File: config.mk
export PLATFORM = sky130hd
export DESIGN_NAME = div_ctrl
export DESIGN_NICKNAME = d
export VERILOG_FILES = /design/src/rtl/div_ctrl.sv
export SDC_FILE = /design/constraint.sdc
export NUM_CORES = 1
export LEC_CHECK = 0
export ABC_AREA = 1
export BUFFER_PORTS_ARGS = -buffer_cell sky130_fd_sc_hd__buf_4
export CAP_MARGIN = 20
export CORE_MARGIN = 1.5
export CORE_UTILIZATION = 60
export DETAILED_ROUTE_END_ITERATION = 12
export HOLD_SLACK_MARGIN = 0.08
export PLACE_DENSITY = 0.81
export SLEW_MARGIN = 20
export SYNTH_ARGS = -nofsm -noshare
export SYNTH_HDL_FRONTEND = slang
export SYNTH_SLANG_ARGS = --single-unit
File: constraint.sdc
create_clock -name clk -period 5.07 [get_ports clk]
set_clock_uncertainty 0.05 [all_clocks]
set_input_delay 1.014 -clock clk [delete_from_list [all_inputs] [get_ports clk]]
set_output_delay 1.014 -clock clk [all_outputs]
set_load 0.1 [all_outputs]
File: src/rtl/div_ctrl.sv
// div_ctrl: radix-2 restoring DIV/DIVU sequencer with pipeline stall; define DIV_ZERO_FAST_EN to finish x/0 in one cycle
module div_ctrl (
  input  logic        clk,
  input  logic        resetn,
  input  logic        EXE_DivStart,
  input  logic        EXE_DivSigned,
  input  logic [31:0] EXE_Dividend,
  input  logic [31:0] EXE_Divisor,
  input  logic        EXE_Flush,
  input  logic        EXE_Advance,
  output logic        EXE_DivStall,
  output logic        EXE_DivValid,
  output logic [31:0] EXE_DivQuot,
  output logic [31:0] EXE_DivRem
);
  typedef enum logic [1:0] {IDLE, BUSY, DONE} state_t;
  state_t state, state_nx;
  logic [5:0] cnt;
  logic [32:0] rem, r_nx;
  logic [33:0] sh, diff;
  logic [31:0] quot, dvs, a_mag, b_mag, q_nx, q_out, r_out;
  logic qs, rs, qs_nx, rs_nx, accept, last, zero_fast;
`ifdef DIV_ZERO_FAST_EN
  assign zero_fast = EXE_Divisor == 32'd0;
`else
  assign zero_fast = 1'b0;
`endif
  // operand magnitudes, one restoring iteration, and sign-corrected results
  always_comb begin
    qs_nx = EXE_DivSigned && (EXE_Dividend[31] ^ EXE_Divisor[31]);
    rs_nx = EXE_DivSigned && EXE_Dividend[31];
    a_mag = rs_nx ? ~EXE_Dividend + 32'd1 : EXE_Dividend;
    b_mag = (EXE_DivSigned && EXE_Divisor[31]) ? ~EXE_Divisor + 32'd1 : EXE_Divisor;
    sh = {rem, quot[31]};
    diff = sh - {2'b0, dvs};
    r_nx = diff[33] ? sh[32:0] : diff[32:0];
    q_nx = {quot[30:0], ~diff[33]};
    q_out = qs ? ~q_nx + 32'd1 : q_nx;
    r_out = rs ? ~r_nx[31:0] + 32'd1 : r_nx[31:0];
  end
  // next state and stall; flush dominates everything
  always_comb begin
    accept = state == IDLE && EXE_DivStart && !EXE_Flush;
    last = state == BUSY && cnt == 6'd31;
    EXE_DivStall = accept || state == BUSY;
    state_nx = EXE_Flush ? IDLE :
               accept ? (zero_fast ? DONE : BUSY) :
               last ? DONE :
               (state == DONE && EXE_Advance) ? IDLE : state;
  end
  // state register
  always_ff @(posedge clk or negedge resetn) begin
    if (!resetn) state <= IDLE;
    else state <= state_nx;
  end
  // divider datapath and held results
  always_ff @(posedge clk or negedge resetn) begin
    if (!resetn) begin
      cnt <= '0;
      rem <= '0;
      quot <= '0;
      dvs <= '0;
      qs <= 1'b0;
      rs <= 1'b0;
      EXE_DivValid <= 1'b0;
      EXE_DivQuot <= '0;
      EXE_DivRem <= '0;
    end else begin
      if (accept) begin
        rem <= '0;
        quot <= a_mag;
        dvs <= b_mag;
        qs <= qs_nx;
        rs <= rs_nx;
        cnt <= '0;
      end else if (state == BUSY && !EXE_Flush) begin
        rem <= r_nx;
        quot <= q_nx;
        cnt <= cnt + 6'd1;
      end
      if (accept && zero_fast) begin
        EXE_DivQuot <= qs_nx ? 32'd1 : 32'hFFFF_FFFF;
        EXE_DivRem <= EXE_Dividend;
      end else if (last && !EXE_Flush) begin
        EXE_DivQuot <= q_out;
        EXE_DivRem <= r_out;
      end
      EXE_DivValid <= state_nx == DONE;
    end
  end
endmodule

==> metrics <==
run status finished clean; FFs w/ async S/R, synth 1.00; Peak VDD IR slightly above 0.4 mV; Worst Setup SP dvs[31]; routed wire length between 30 and 40 mm; most frequent cell after synthesis nand2_1; Hold/Removal Path Class register to register; critical path cell sequence inv_1, ha_1, inv_1, nor3_1, nand2_1, nor2_2, nand2_4, nand2_4, nand2_4, nand2_8, ha_1, inv_1, nor4_1, inv_1, nor3_1, nand3_1, nor2_1, nand2_1, nand2_1, o21ai_0, a21oi_1, o21ai_0, xor2_1, o21ai_0; Nets between 2000 and 2500; die area about 0.022 mm^2; DR iter-0 viols 1319; P_leak 7.35 nW; Ant. Diodes 0; TritonCTS Buffers 17; global route overflow 0; Synth Instances around 1800; hold path startpoint EXE_DivRem[27]; H-tree levels 4; FF-to-FF Start dvs[31]; TritonCTS clock tree done; post-synth cell types 52; Total Neg Setup Slack 0 ns; critical path class register to register; initial core utilization 0.617; CP max-delay cell ha_1; max frequency ~220 MHz; synthesized area per cell about 7 um^2; non-filler cells, final between 2000 and 2500; Synth area leaders dfrtp_1, nand2_1, inv_1; sequential area share after synthesis 0.342; core footprint 0.0204 mm^2; Post-CTS Resized 0; PortBufs between 100 and 150; required time worst endpoint 5.38 ns; initial antenna violation count 1; Std-Cell Rows between 50 and 60; Worst Path Max Fanout 37; vias in the first global route ~12000; synthesized cell area approximately 0.013 mm^2; slew margin rel. 0.409; Primary FF master, synth dfrtp_1; postcts setup bufs 0; Worst path top cell family by delay simple AND/OR/NAND/NOR gates; Critical Path Most Common Cell inv_1; Max Cap Viol 0; clk root buf clkbuf_16; Pins Over Slew Limit 0; cell taking the most area after synthesis dfrtp_1; Post-synth EDFFs 0; cts hold-fix bufs 0; fin crit share 0.917; DP HPWL between 20 and 30 mm; unrepaired setup endpoints after global routing no; Synthesized Nets 1913; CP Launch Type register; via count ~13000; layout cell share with drive strength beyond 1 0.132; CTS max path bufs 2; Vert. Die Dim roughly 150 um; pwr dens around 660 mW/mm^2; largest net degree at the start of global routing 111; CP peak stage delay between 0.3 and 0.4 ns; Yosys reg bits roughly 170; final setup vio count 0; crit path capture type register; Ports around 140; Clk Latency, worst-skew pair about 0.44 ns; Worst-Margin Slew between 0.8 and 0.9 ns; top-area cell type share of the netlist area 0.342; Worst-path clk slew ~0.080 ns; WL/cell 17.1 um; drt pass-1 iters 5; Layout fillers between 1500 and 2000; Total GRT Usage 0.346; Buf/Inv on CP 4; drt drc 0; CP Data Arrival Time roughly 5.0 ns; Period minus WS final ~4.6 ns; DRT antenna net count 0; placed cell count 2165; Ys Warns 0; Die W 148 um; routability cong. between 1 and 1.5; CTS sink cnt approximately 170; most frequent cells after synthesis nand2_1, inv_1, dfrtp_1; Via density roughly 5.7; first-pass GRT wire length roughly 59 mm; final hold vios 0; Syn-to-layout area delta 13.8%
metrics by stage:
step / power, mW / utilization / cell area (um^2) / setup slack (ns) / hold slack [ns]
final: 9.45 / 0.702 / 14300 / 0.422 / 0.430
after global routing: 10.2 / 0.702 / 14300 / 0.124 / 0.458
after CTS: 9.29 / 0.702 / 14300 / 0.578 / 0.436
after detailed placement: 7.98 / 0.673 / 13800 / 0.637 / 0.417
after floorplan: 6.53 / - / 12600 / 1.38 / 0.403
after global placement: 7.87 / 0.673 / 13800 / 0.762 / 0.416
where the power goes:
group | leakage (nW) | total, mW | internal, mW | switching [mW]
Clock | 0.281 | 1.31 | 0.658 | 0.654
Combinational | 4.89 | 6.23 | 1.88 | 4.35
Sequential | 2.17 | 1.91 | 1.64 | 0.270
Total | 7.35 | 9.45 | 4.18 | 5.27
registers in the layout, summed over array words and instances, names as in the netlist:
name	flops
state	2
qs	1
EXE_DivValid	1
dvs	32
cnt	6
rs	1
EXE_DivQuot	32
rem	33
EXE_DivRem	32
quot	32
final timing paths:
path | to | slack [ns] | cells past startpoint
worst max register to register | EXE_DivQuot[30] | 0.42 | 24
max in group asynchronous | quot[11] | 3.47 | 2
worst max-delay path | EXE_DivQuot[30] | 0.42 | 24
min in group asynchronous | rem[26] | 0.50 | 1
worst min register to register | EXE_DivRem[27] | 0.43 | 2
worst min-delay path | EXE_DivRem[27] | 0.43 | 2
placed cells by master (no fill, tap or decap), types with 31 or more instances in the layout:
master,count
nand2_1,523
inv_1,203
dfrtp_1,172
o21ai_0,146
buf_4,144
nor2_1,138
nand3_1,114
xor2_1,74
a21oi_1,59
ha_1,37
nand2_2,31
xnor2_1,31
logic make-up (layout without fill, tap and decap cells):
logic type      after synthesis  count (layout)  share of synthesized area
simple gates                914             914                      0.318
compound gates              307             307                      0.143
buf+inv                     269             391                     0.0867
flops                       172             172                      0.342
xor+xnor                    105             105                     0.0730
fa+ha+maj                    38              38                     0.0383
worst reg2reg max path, delay by kind of cell (launching register included):
family / cells / cell delay [ns]
buf+inv: 4 / 0.34
fa+ha+maj: 2 / 0.61
xor+xnor: 1 / 0.15
flops: 1 / 0.33
simple gates: 13 / 2.43
compound gates: 4 / 0.64
final cells by class:
| type | count | area, um^2 | share of cell area |
|---|---|---|---|
| Clock buffer | 18 | 429 | 0.0299 |
| Clock inverter | 14 | 154 | 0.0107 |
| Timing Repair Buffer | 146 | 1110 | 0.0776 |
| Sequential cell | 172 | 4300 | 0.300 |
| Tap cell | 270 | 338 | 0.0236 |
| Multi-Input combinational cell | 1364 | 7200 | 0.502 |
| Inverter | 213 | 800 | 0.0558 |
metal layers:
layer  global-route usage  part of all wire
met5                    0                 0
met4                0.106             0.023
met3               0.0602             0.091
met2                0.512              0.43
met1                0.515              0.46
Power figures use the tool's default switching activity.
